### src/rtl/y_stream_mux.sv
// y_stream_mux: N-to-1 stream multiplexer with a single output register.
// Channel choice is either the manual select or a round-robin search that
// starts at the channel after the last accepted one. Every accepted input
// word is counted in a free-running 16-bit counter.
//
// Handshake: a word moves across an interface on a rising edge where its
// valid and ready are both high. Valid never waits on ready. in_ready is a
// combinational function of mode/sel/in_valid/out_valid/out_ready and the
// round-robin pointer. It is one-hot on the granted channel or all zero.
module y_stream_mux #(
    parameter int WIDTH    = 8,
    parameter int CHANNELS = 4,
    localparam int CW      = $clog2(CHANNELS)
) (
    input  logic                      clk,
    input  logic                      rst_n,
    input  logic                      mode,
    input  logic [CW-1:0]             sel,
    input  logic [CHANNELS-1:0]       in_valid,
    input  logic [CHANNELS*WIDTH-1:0] in_data,
    output logic [CHANNELS-1:0]       in_ready,
    output logic                      out_valid,
    output logic [WIDTH-1:0]          out_data,
    output logic [CW-1:0]             out_chan,
    input  logic                      out_ready,
    output logic [15:0]               xfer_count
);

    // Round-robin search origin: the channel after the last accepted one.
    logic [CW-1:0]    ptr;

    logic [CW-1:0]    cand;
    logic             grant;
    logic             space;
    logic             accept;
    logic [WIDTH-1:0] words [CHANNELS];
    logic [WIDTH-1:0] sel_word;

    // Unpack the flat data bus so the granted word is a plain array read.
    for (genvar i = 0; i < CHANNELS; i++) begin : g_words
        assign words[i] = in_data[i*WIDTH +: WIDTH];
    end

    // Pick the candidate channel and decide whether it holds a word.
    always_comb begin
        logic [CW-1:0] idx;
        cand  = ptr;
        grant = 1'b0;
        idx   = '0;
        if (!mode) begin
            cand  = sel;
            grant = in_valid[sel];
        end else begin
            // The pointer is CW bits wide and CHANNELS is a power of two,
            // so the addition wraps modulo CHANNELS by itself.
            for (int k = 0; k < CHANNELS; k++) begin
                idx = ptr + CW'(k);
                if (!grant && in_valid[idx]) begin
                    cand  = idx;
                    grant = 1'b1;
                end
            end
        end
    end

    // The output register can take a word if it is empty or draining now.
    assign space    = !out_valid || out_ready;
    assign accept   = grant && space;
    assign sel_word = words[cand];

    // One-hot accept toward the granted channel; silent while in reset.
    always_comb begin
        in_ready = '0;
        if (accept && rst_n) begin
            in_ready[cand] = 1'b1;
        end
    end

    // Output register, pointer and counter. A load has priority over a
    // drain so a simultaneous drain and accept never leaves a bubble.
    always_ff @(posedge clk or negedge rst_n) begin
        if (!rst_n) begin
            out_valid  <= 1'b0;
            out_data   <= '0;
            out_chan   <= '0;
            ptr        <= '0;
            xfer_count <= '0;
        end else if (accept) begin
            out_valid  <= 1'b1;
            out_data   <= sel_word;
            out_chan   <= cand;
            ptr        <= cand + 1'b1;
            xfer_count <= xfer_count + 16'd1;
        end else if (out_valid && out_ready) begin
            out_valid  <= 1'b0;
        end
    end

endmodule

### config.mk
export PLATFORM = sky130hd
export DESIGN_NAME = y_stream_mux
export DESIGN_NICKNAME = d
export VERILOG_FILES = /design/src/rtl/y_stream_mux.sv
export SDC_FILE = /design/constraint.sdc
export NUM_CORES = 1
export LEC_CHECK = 0
export ABC_AREA = 1
export CORE_MARGIN = 2
export CORE_UTILIZATION = 50
export CTS_BUF_LIST = sky130_fd_sc_hd__clkbuf_16
export CTS_CLUSTER_SIZE = 10
export DETAILED_ROUTE_END_ITERATION = 8
export PLACE_DENSITY = 0.85
export REMOVE_ABC_BUFFERS = 1
export SETUP_SLACK_MARGIN = 0.2
export SYNTH_ARGS = -nofsm -noshare
export SYNTH_HDL_FRONTEND = slang
export SYNTH_SLANG_ARGS = --single-unit
### constraint.sdc
create_clock -name clk -period 3.4 [get_ports clk]
set_input_delay 0.68 -clock clk [delete_from_list [all_inputs] [get_ports clk]]
set_output_delay 0.68 -clock clk [all_outputs]
set_load 0.05 [all_outputs]
==> Word level (Yosys, flattened, before mapping) <==
Index checks and enable logic that the tools add are counted.
{ "classes": {"div_mod_pow": 0, "n_reduce_logical": 13, "n_lt_le_gt_ge": 8, "shifts": 0, "n_mul": 0, "eq_ne": 0, "bitwise_logic": 1, "add_sub_neg": 5, "muxes": 30} }
{ "ops": {"columns": ["cell", "n"], "rows": [
  ["$lt A2 B3 Y1 const B", 6],
  ["$add A16 B1 Y16 const B", 1],
  ["$bmux W8 S2", 1],
  ["$mux W1", 16],
  ["$mux W8", 2],
  ["$bmux W1 S2", 5],
  ["$mux W2", 4],
  ["$logic_and A1 B1 Y1", 7],
  ["$add A2 B1 Y2 const B", 2],
  ["$add A2 B2 Y2 const B", 2],
  ["$logic_not A1 Y1", 4],
  ["$mux W4", 1],
  ["$ge A3 B3 Y1 const B", 1],
  ["$not A2 Y3", 1],
  ["$demux W1 S2", 1],
  ["$ge A2 B1 Y1 const B", 1],
  ["$reduce_bool A2 Y1", 1],
  ["$logic_or A1 B1 Y1", 1]
]} }
{ "word_totals": {"word_cells": 62, "romBits": 0, "mem_count": 0, "mem_bits_rw": 0, "latchBits": 0, "inputBits": 42, "reg_bits": 29} }

==> Depth between registers and ports, before layout <==
Gate-level depths: netlist of the first run.
{ "logic_depth": {"word_depth": 21, "ltp_mapped": 18, "depth_no_buf": 16} }

==> Worst setup path before layout of the first run <==
OpenSTA, ideal clock, no wires.
{ "synth_timing": {"path_kind": "input to output", "startpoint": "input port mode", "endpoint": "output port in_ready[1]", "path_slack_ns": 0.026, "stages": 11, "t_arrival_ns": 2.694, "n_path_buf": 1, "path_cell_list": "clkbuf_2 -> inv_1 -> nand2_1 -> a21oi_1 -> o21ai_0 -> nand2_1 -> o21bai_2 -> nand2_2 -> inv_4 -> nand2_1 -> nor3_1"} }
{ "synth_via": {"elab_chain_cells": 6} }
{ "synth_rtl": {"columns": ["item", "line", "text"], "rows": [
  ["start, declared", "17", "input logic mode,"],
  ["$mux W2", "50", "if (!mode) begin"],
  ["$lt A2 B3 Y1 (implied by the code) / $ge A2 B1 Y1 (equally long branches)", "75", "in_ready[cand] = 1'b1;"],
  ["$logic_and A1 B1 Y1 (implied by the code)", "75", null],
  ["$mux W1 (implied by the code)", "75", null],
  ["$demux W1 S2", "75", null],
  ["$mux W4 (*)", "74", "if (accept && rst_n) begin"],
  ["end, declared", "21", "output logic [CHANNELS-1:0] in_ready,"]
]} }
Every way passes the cells marked *; elsewhere a longest branch is shown, timed or not.

==> Final worst setup path of the first run <==
{ "layout_timing": {"startpoint": "register ptr[0]", "endpoint": "output port in_ready[2]"} }
{ "layout_via": {"elab_chain_cells": 21} }
{ "layout_rtl": {"columns": ["item", "line", "text"], "rows": [
  ["start, declared", "30", "logic [CW-1:0] ptr;"],
  ["start signal, assigned", "92", "ptr <= cand + 1'b1;"],
  ["$bmux W1 S2", "58", "if (!grant && in_valid[idx]) begin"],
  ["$mux W1 (implied by the code)", "58", null],
  ["$mux W1", "58", null],
  ["$mux W1", "50", null],
  ["$logic_not A1 Y1", "58", null],
  ["$logic_and A1 B1 Y1", "58", null],
  ["$mux W1", "58", null],
  ["$mux W1", "50", null],
  ["[5 not listed]", null, null],
  ["$logic_and A1 B1 Y1", "58", null],
  ["$mux W2", "58", null],
  ["$mux W2", "50", null],
  ["$lt A2 B3 Y1 (implied by the code) / $ge A2 B1 Y1 (equally long branches)", "75", null],
  ["$logic_and A1 B1 Y1 (implied by the code)", "75", null],
  ["$mux W1 (implied by the code)", "75", null],
  ["$demux W1 S2", "75", null],
  ["$mux W4 (*)", "74", null]
]} }
Every way passes the cells marked *; elsewhere a longest branch is shown, timed or not. The select of a mux whose other input is x is not followed.

==> results of run 1 <==
-- layout make-up --
class                      instances  share of cell area (%)
tap                               52                    1.96
timing repair buffer              82                    25.5
clock buffer                       5                    3.77
clock inverter                     2                   0.226
sequential                        29                    22.0
multi-input combinational        282                    43.9
inverter                          22                    2.64
-- per-layer routing --
layer | GRT usage, % | part of all wire (%)
met1 | 32.7 | 43
met2 | 41.3 | 50
met3 | 5.69 | 5.9
met4 | 5.87 | 0.92
met5 | 0 | 0
-- registers in the layout (all words and copies together) (netlist names) --
| name | count |
|---|---|
| out_valid | 1 |
| out_data | 8 |
| out_chan | 2 |
| xfer_count | 16 |
| ptr | 2 |
-- cell families (layout without fill, tap and decap cells) --
group,after synthesis,in the layout
AO/OA/AOI/OAI,16,16
XOR/XNOR,14,14
adder cells (fa/ha/maj),1,1
buffers and inverters,36,111
flip-flops,29,29
AND/OR/NAND/NOR,251,251
-- what timing repair did --
action	4_1_cts	5_1_grt
gates resized for setup	1	19
cloned	0	0
endpoints found under the setup margin	4	4
pin swaps	0	3
buffers inserted	0	2
-- where the power goes --
part	switching, mW	internal (mW)
Clock	0.142	0.260
Combinational	1.31	0.660
Sequential	0.146	0.478
-- Yosys cell counts, types with 2 or more instances --
cell type	number
sky130_fd_sc_hd__nand2_1	147
sky130_fd_sc_hd__inv_1	17
sky130_fd_sc_hd__nand3_1	43
sky130_fd_sc_hd__xor2_1	7
sky130_fd_sc_hd__nand3_4	2
sky130_fd_sc_hd__xnor2_1	7
sky130_fd_sc_hd__buf_6	3
sky130_fd_sc_hd__nor2_1	17
sky130_fd_sc_hd__nand3_2	13
sky130_fd_sc_hd__nand4_1	5
sky130_fd_sc_hd__buf_2	4
sky130_fd_sc_hd__dfrtp_1	29
sky130_fd_sc_hd__o21ai_1	5
sky130_fd_sc_hd__nor3_1	6
sky130_fd_sc_hd__inv_4	2
sky130_fd_sc_hd__o21ai_0	7
sky130_fd_sc_hd__inv_2	2
sky130_fd_sc_hd__buf_4	4
sky130_fd_sc_hd__a21oi_1	2
sky130_fd_sc_hd__nand2_2	12
-- stage by stage --
stage                     power (mW)  cell area (um2)  worst slack, ps  hold slack, ps
after global routing            3.20             3320              143             494
after detailed placement        2.51             3110             56.2             466
after global placement          2.47             3110              151             463
after floorplan                 1.91             2230             -215             384
after CTS                       2.93             3250              132             488
final                           2.99             3320              334             488
-- critical path, cell delays in order (launching register included) --
cell,delay (ps)
sky130_fd_sc_hd__dfrtp_2,490
sky130_fd_sc_hd__inv_2,240
sky130_fd_sc_hd__nand2_1,100
sky130_fd_sc_hd__nand2_2,130
sky130_fd_sc_hd__nand2_1,100
sky130_fd_sc_hd__nand2_4,110
sky130_fd_sc_hd__nand2_2,80
sky130_fd_sc_hd__nand2_1,60
sky130_fd_sc_hd__nand2_1,60
sky130_fd_sc_hd__nand2_2,70
sky130_fd_sc_hd__nand3_4,70
sky130_fd_sc_hd__nand2_2,130
sky130_fd_sc_hd__inv_2,80
sky130_fd_sc_hd__nor3_4,220
sky130_fd_sc_hd__buf_12,160
-- path summary, 6_finish.rpt --
kind                                         start                         end  slack [ps]  cells past startpoint
min reg2reg                out_data[2]$_DFFE_PN0P_     out_data[2]$_DFFE_PN0P_         490                      2
max                             ptr[0]$_DFFE_PN0P_                 in_ready[2]         330                     14
min in group asynchronous                    rst_n  xfer_count[15]$_DFFE_PN0P_         910                      2
max in group asynchronous                    rst_n          ptr[0]$_DFFE_PN0P_        2200                      2
min                        out_data[2]$_DFFE_PN0P_     out_data[2]$_DFFE_PN0P_         490                      2
max reg2reg                     ptr[0]$_DFFE_PN0P_   xfer_count[6]$_DFFE_PN0P_        1040                     15
-- layout by cell type, fill, tap and decap left out, types with 3 or more instances in the layout --
cell	Yosys	routed
sky130_fd_sc_hd__nand4_1	5	5
sky130_fd_sc_hd__xor2_1	7	7
sky130_fd_sc_hd__nand3_1	43	43
sky130_fd_sc_hd__o21ai_1	5	5
sky130_fd_sc_hd__inv_2	2	5
sky130_fd_sc_hd__buf_4	4	10
sky130_fd_sc_hd__dlymetal6s2s_1	0	4
sky130_fd_sc_hd__nor3_1	6	4
sky130_fd_sc_hd__clkdlybuf4s50_1	0	64
sky130_fd_sc_hd__nand2_1	147	143
sky130_fd_sc_hd__clkbuf_16	0	5
sky130_fd_sc_hd__nand2_2	12	15
sky130_fd_sc_hd__dfrtp_1	29	27
sky130_fd_sc_hd__buf_12	0	4
sky130_fd_sc_hd__xnor2_1	7	7
sky130_fd_sc_hd__nand3_2	13	13
sky130_fd_sc_hd__nor2_1	17	15
sky130_fd_sc_hd__inv_1	17	15
sky130_fd_sc_hd__nor2_2	1	3
sky130_fd_sc_hd__o21ai_0	7	7
==> summary by stage, run 1 <==
Final layout
The final cell count without fillers is ~470. The ratio of cells with drive above 1 in the final layout is between 15 and 20%. The number of fill cells in the layout is 358. The number of nets in the final layout is 465. Summing all multi-input logic gate instances after layout gives 0.00146 mm2.

The area growth from synthesis to layout is 42.7%. The utilization after layout is between 70% and 80%. The antenna cell count is 0. Registers take 728 um2.

Yosys
During synthesis, Yosys emitted a total of 0 warnings. The basic-gate share of the synthesized area counting and, or, nand and nor cells is approximately half. The adder and majority cell fraction of the synthesized area is less than 1%. The cell area after synthesis is around 0.0023 mm2. The share of the synthesized area in compound gates (AO/OA/AOI/OAI) is under 10%. The number of enable flip-flop cells after synthesis is 0. The combinational family with the most area after synthesis is simple AND/OR/NAND/NOR gates. The proportion of synthesized flip-flops having asynchronous set or reset is 100%.

The part of the Yosys area used for sequential elements is a little under a third. Averaged over all synthesized cells, the footprint is between 6 and 7 um2. For this run, the leading register cell type out of synthesis is sky130_fd_sc_hd__dfrtp_1.

The xor/xnor cell area share of the yosys netlist is under 10%. The portion of netlist area occupied by mux cells is 0%. The share of the synthesized area in the top cell type is 31.2%. The number of instances in the synthesized netlist is 347. The synthesized netlist contains 33 unique library cells. Synthesis inferred 29 register bits. After synthesis, the cell types taking the most area are sky130_fd_sc_hd__dfrtp_1 31%, sky130_fd_sc_hd__nand2_1 24%, sky130_fd_sc_hd__nand3_1 9.3%.

The library cell with the largest summed area after synthesis is sky130_fd_sc_hd__dfrtp_1.

Floorplanning
Row generation in the floorplan step produced 24 rows. The width of the chip is between 70 and 80 um. The overall die height is about 72 um. The initial utilization of the core area, before any placement, comes to a little over half. The area of the core region is roughly 0.0044 mm2. The die covers 0.00521 mm2. During I/O placement, the number of pins put on the boundary was 73.

Setup path
The signal arrival time at the worst endpoint is 2390 ps. STA classifies the critical path startpoint as a flip-flop. The worst setup path is of the reg -> out kind. The required time at the endpoint of the critical path is about 2700 ps. The worst setup path is captured at an output port. In this run the worst path has a maximum fanout of 14.

Pwr
In this run the static leakage power is between 1.5 and 2 nW. The maximum resistive drop on vdd is 729 uV. The power per unit of standard cell area is between 900 and 1000 mW/mm2.

Route
The final layout contains routed wiring with a total length of 6300 um. The number of vias after detailed routing is 2517. After detailed routing, the number of remaining DRC violations is 0. The number of iterations in the first detailed-routing pass is 4.

The routed wirelength normalized by instance count is 13.3 um. The first routing iteration left about 190 violations. The post-detailed-route count of antenna-violating nets is 0.

The detail-routed via count per cell is 5.31.

GRT
The via count of the first global-routing pass is 2314. The wire length of the first global-routing pass is around 10000 um. The total routing resource utilization after global routing is 24.7%. Entering global routing, the biggest net connects 30 pins. After global routing the overflow that remains totals 0. The number of antenna violations at the first check in global routing is 0.

Clocking
The count of hold-fix buffers inserted at cts is 0. The CTS buffer count is 5. TritonCTS built the clock tree.

The root buffer selected by CTS is sky130_fd_sc_hd__clkbuf_16. The total number of H-tree levels is 2. The clock passes through at most 2 buffers. Clock-pin slew was measured on the worst setup and hold paths at about 50 ps. The CTS sink count is 29. The clock latency of the later-clocked register in the worst-skew pair is about 270 ps.

Placed design
The final weighted congestion in routability-driven placement is between 0.9 and 1. The sum of net half-perimeters after detailed placement is about 4500 um. The number of cells after detailed placement is between 400 and 500. The number of buffers added on ports is between 70 and 80.

Timing
The maximum operating frequency is about 330 MHz. The post-route minimum period is 3070 ps. The total negative setup slack is 0 ps. The final number of hold-violating endpoints was 0.

After layout, the worst path uses roughly nine tenths of the clock period. The worst pin sits at a relative slew slack of between 60% and 70%. The count of endpoints failing setup in the final report is 0. The transition at the pin with the smallest max-transition slack is ~520 ps. Setup repair after global routing could not meet its margin everywhere. The worst clock skew is between 5 and 6 ps. The max-slew violation count is 0.

Job
Max-cap violations in this run came to 0.

Min path
The worst min-delay path category is reg -> reg.

Status
The flow ran to the end, and the final reports show no timing, DRC or antenna violations.
(Power assumes the default switching activity.)
==> run 2: changes to the inputs <==
--- a/config.mk
+++ b/config.mk
@@ -7,11 +7,12 @@
 export LEC_CHECK = 0
 export ABC_AREA = 1
 export CORE_MARGIN = 2
-export CORE_UTILIZATION = 50
+export CORE_UTILIZATION = 51
 export CTS_BUF_LIST = sky130_fd_sc_hd__clkbuf_16
 export CTS_CLUSTER_SIZE = 10
 export DETAILED_ROUTE_END_ITERATION = 8
-export PLACE_DENSITY = 0.85
+export PLACE_DENSITY = 0.87
+export RECOVER_POWER = 25
 export REMOVE_ABC_BUFFERS = 1
 export SETUP_SLACK_MARGIN = 0.2
 export SYNTH_ARGS = -nofsm -noshare
==> constraint.sdc (replaced) <==
create_clock -name clk -period 3.4 [get_ports clk]
set_input_delay 0.68 -clock clk [delete_from_list [all_inputs] [get_ports clk]]
set_output_delay 0.68 -clock clk [all_outputs]
set_load 0.02 [all_outputs]
==> run 2 against run 1 <==
The flow now finishes with violations (max-capacitance violations, max-slew violations). Highest routed layer unchanged. Register-to-register slack better by 120 ps. Design area down 0.75%. Wire length up 6.9%. Sequential cell count unchanged. First-iteration DRC count down 17%. Clock power up 3%. Core utilization down 0.056 points. Final cell count up 1.9%. Sequential share of layout area up 0.091 points. Setup slack worse by 18 ps. Hold slack worse by 10 ps.
==> summary by stage, run 2 (same netlist as run 1, synthesis figures left out) <==
Min path
The worst min-delay path category is reg -> reg. The worst hold path begins at out_data[0]$_DFFE_PN0P_.

Floorplanning
The overall die height is 71.5 um (-0.93%). The I/O pin count is 73 (unchanged). The cell row count is 24 (unchanged).

The area of the core region is 0.00438 mm2 (-0.68%). The width of the chip is 71.5 um (-0.93%). The starting utilization of the core area came to 53.0% (+0.36 points). The area of the die is 0.00511 mm2 (-1.8%).

Placed design
The instance area at placement came to 0.00315 mm2 (+1.1%). The final weighted congestion in routability-driven placement is 0.905 (-4.1%). The pre-CTS setup slack was -186 ps (-242 ps). The number of cells after detailed placement was 475 (+2.2%).

The number of buffers added on ports is 72 (unchanged). The sum of net half-perimeters after detailed placement is 5060 um (+11%).

Final layout
The top cell types in the final layout, fill and taps aside, are 144 x sky130_fd_sc_hd__nand2_1, 64 x sky130_fd_sc_hd__clkdlybuf4s50_1, 43 x sky130_fd_sc_hd__nand3_1. The number of nets in the final layout was 473 (+1.7%). The total non-filler cell area in the finished layout is 0.00329 mm2 (-0.75%). The ratio of cells with drive above 1 in the final layout came to 15.8% (-0.34 points). Ranked by flip-flop count, first place goes to xfer_count.

The largest registers in the layout are xfer_count (16), out_data (8). From synthesis to final layout, the design area changed by 41.6%. The most frequent standard cell in the layout excluding fill and tap cells is sky130_fd_sc_hd__nand2_1.

The flip-flop count of the largest register after layout was 16 (unchanged). The utilization after layout came to 75.1% (about the same). The final cell count without fillers is 483 (+1.9%). The number of fill cells in the layout is 335 (-6.4%).

The antenna cell count is 0 (unchanged).

Route
The routed wirelength normalized by instance count is 13.9 um (+4.9%). The total length of routed wires is 6740 um (+6.9%). The post-detailed-route DRC marker count is 0 (unchanged). The detail-routed via count per cell was 5.42 (+2.2%). The number of iterations in the first detailed-routing pass is 5 (+1).

The post-detailed-route count of antenna-violating nets is 0 (unchanged). The number of violations reported at the end of detailed-routing iteration 0 is 156 (-17%). The number of vias after detailed routing is 2620 (+4.1%).

Timing
The final worst slack is 316 ps (-18.1 ps). The max-slew violation count is 30 (+30). The final number of hold-violating endpoints was 0 (unchanged).

The worst relative slew slack came to -4.69% (-70 points). The worst clock skew is 3.31 ps (-2.53 ps). The transition at the pin with the smallest max-transition slack came to 1570 ps (+1050 ps). The maximum operating frequency came to 324 MHz (-0.59%).

The post-route minimum period is 3080 ps (+18.1 ps). Setup repair after global routing could not meet its margin everywhere. The count of endpoints failing setup in the final report is 0 (unchanged). The portion of the clock cycle consumed by the worst path in the final layout came to 90.7% (+0.53 points).

Setup path
The most critical setup path has its endpoint at in_ready[0]. The cell repeated most along the worst path is sky130_fd_sc_hd__nand2_1. The endpoint of the worst-slack reg-to-reg timing path is xfer_count[6]$_DFFE_PN0P_.

The most critical setup path has its startpoint at in_valid[3]. The biggest cell delay along the critical path is 450 ps (-40 ps). The cell depth of the worst flop-to-flop path is 15 (unchanged).

The required time at the endpoint of the critical path came to 2720 ps (about the same). The signal arrival time at the worst endpoint is 2400 ps (about the same). In this run the critical register-to-register path is launched from ptr[1]$_DFFE_PN0P_. The setup slack on the worst flop-to-flop path is 1160 ps (+120 ps). The count of buffering cells on the critical path with inverters included is 4 (+1). The nature of the critical path endpoint is an output port. The worst setup path is launched from a primary input.

The category of the critical setup timing path is in -> out. The largest delay contributor family on the critical path is simple AND/OR/NAND/NOR gates. The worst-path cell with the longest stage delay is sky130_fd_sc_hd__clkdlybuf4s50_1. The cell count along the critical path is 15 (+1). The top fanout value on the critical path was 3 (-11). Walking the worst path, the cells encountered are clkdlybuf4s50_1 -> inv_1 -> nand2_1 -> nand2_1 -> nand2_1 -> nand2_2 -> nand3_2 -> inv_2 -> nand2_1 -> nand3_1 -> nand3_1 -> nand2_2 -> nand2_1 -> nor2_1 -> buf_4.

Clocking
The clock latency of the later-clocked register in the worst-skew pair is 270 ps (about the same). The CTS buffer count is 5 (unchanged). The TritonCTS clock tree is yes.

The number of buffers inserted by post-CTS setup repair came to 0 (unchanged). The CTS sink count is 29 (unchanged). The cell sitting at the root of the clock tree is a sky130_fd_sc_hd__clkbuf_16. The total number of H-tree levels is 2 (unchanged). The maximum clock path buffer count is 2 (unchanged). The clock-pin transition on the worst setup and hold timing paths is 50 ps (about the same). The count of hold-fix buffers inserted at cts is 0 (unchanged).

GRT
The wire length of the first global-routing pass is 11200 um (+8.4%). The via count of the first global-routing pass is 2461 (+6.4%). The number of antenna violations at the first check in global routing is 0 (unchanged). The total routing resource utilization after global routing is 27.4% (+2.7 points). The total global routing overflow was 0 (unchanged).

The largest net degree at the start of global routing is 30 (unchanged).

Pwr
The maximum resistive drop on vdd came to 521 uV (-29%). The power per unit of standard cell area came to 823 mW/mm2 (-8.8%). The static leakage was 1.62 nW (+1.1%).

Status
The checks that failed: max-capacitance violations, max-slew violations. The run finished, with violations left.

Job
The count of max-cap constraint violations is 1 (+1).
## run 2: changes by cell type in the layout (fill, tap and decap cells not counted), sizes merged
cell / change
clkinv: +1
buf: +7
dlymetal6s2s: -1
dlygate4sd3: +1
clkbuf: +1
## run 2: through the flow
| stage | hold WS, ps | TNS (ps) | power [mW] |
|---|---|---|---|
| global placement | 463 | -484 | 2.23 |
| CTS | 478 | 0 | 2.70 |
| floorplan | 384 | 0 | 1.64 |
| finish | 478 | 0 | 2.71 |
| detailed placement | 464 | -630 | 2.28 |
| global route | 506 | 0 | 2.92 |
## run 2: worst min path at each step
stage / endpoint / slack, ps / cells past startpoint
after detailed placement: out_data[3]$_DFFE_PN0P_ / 460 / 2
after CTS: out_data[0]$_DFFE_PN0P_ / 480 / 2
after floorplan: out_chan[0]$_DFFE_PN0P_ / 380 / 0
final: out_data[0]$_DFFE_PN0P_ / 480 / 2
after global routing: out_data[0]$_DFFE_PN0P_ / 510 / 2
after global placement: out_data[0]$_DFFE_PN0P_ / 460 / 2
## run 2: layout make-up
type                            instances  area, um2  share of cell area (%)
Clock inverter                          3       13.8                   0.418
Timing Repair Buffer                   90        847                    25.7
Tap cell                               52       65.1                    1.98
Multi-Input combinational cell        282       1430                    43.4
Clock buffer                            5        125                    3.80
Inverter                               22       87.6                    2.66
Sequential cell                        29        726                    22.0
## run 2: layer usage
metal,global-route usage [%],up-vias,share of wire (%)
met5,0,-,0
met4,9.64,0,3.2
li1,-,1283,-
met1,34.4,1219,41
met3,4.78,29,4.4
met2,47.5,89,51
## run 2: worst register-to-register path, cell delays in order, from the launching register on
cell and delay, ps:
sky130_fd_sc_hd__dfrtp_1 500, sky130_fd_sc_hd__inv_4 170, sky130_fd_sc_hd__nand2_1 80, sky130_fd_sc_hd__nand2_2 130, sky130_fd_sc_hd__nand2_1 80, sky130_fd_sc_hd__nand2_2 110, sky130_fd_sc_hd__nor2_2 60, sky130_fd_sc_hd__nand2_1 50
sky130_fd_sc_hd__nor2_1 40, sky130_fd_sc_hd__o21bai_2 110, sky130_fd_sc_hd__nand2_2 80, sky130_fd_sc_hd__inv_4 50, sky130_fd_sc_hd__buf_4 270, sky130_fd_sc_hd__nand2_1 150, sky130_fd_sc_hd__o21ai_0 170, sky130_fd_sc_hd__nand2_1 70
## run 2: power breakdown
part           leakage (nW)  switching (mW)  internal, mW
combinational          1.17            1.03         0.665
clock                0.0748           0.148         0.265
sequential            0.370           0.124         0.476
total                  1.62            1.30          1.41
## run 2: timing repair
item	CTS	global route
pin swaps	0	1
endpoints found under the setup margin	4	4
gates resized for setup	15	13
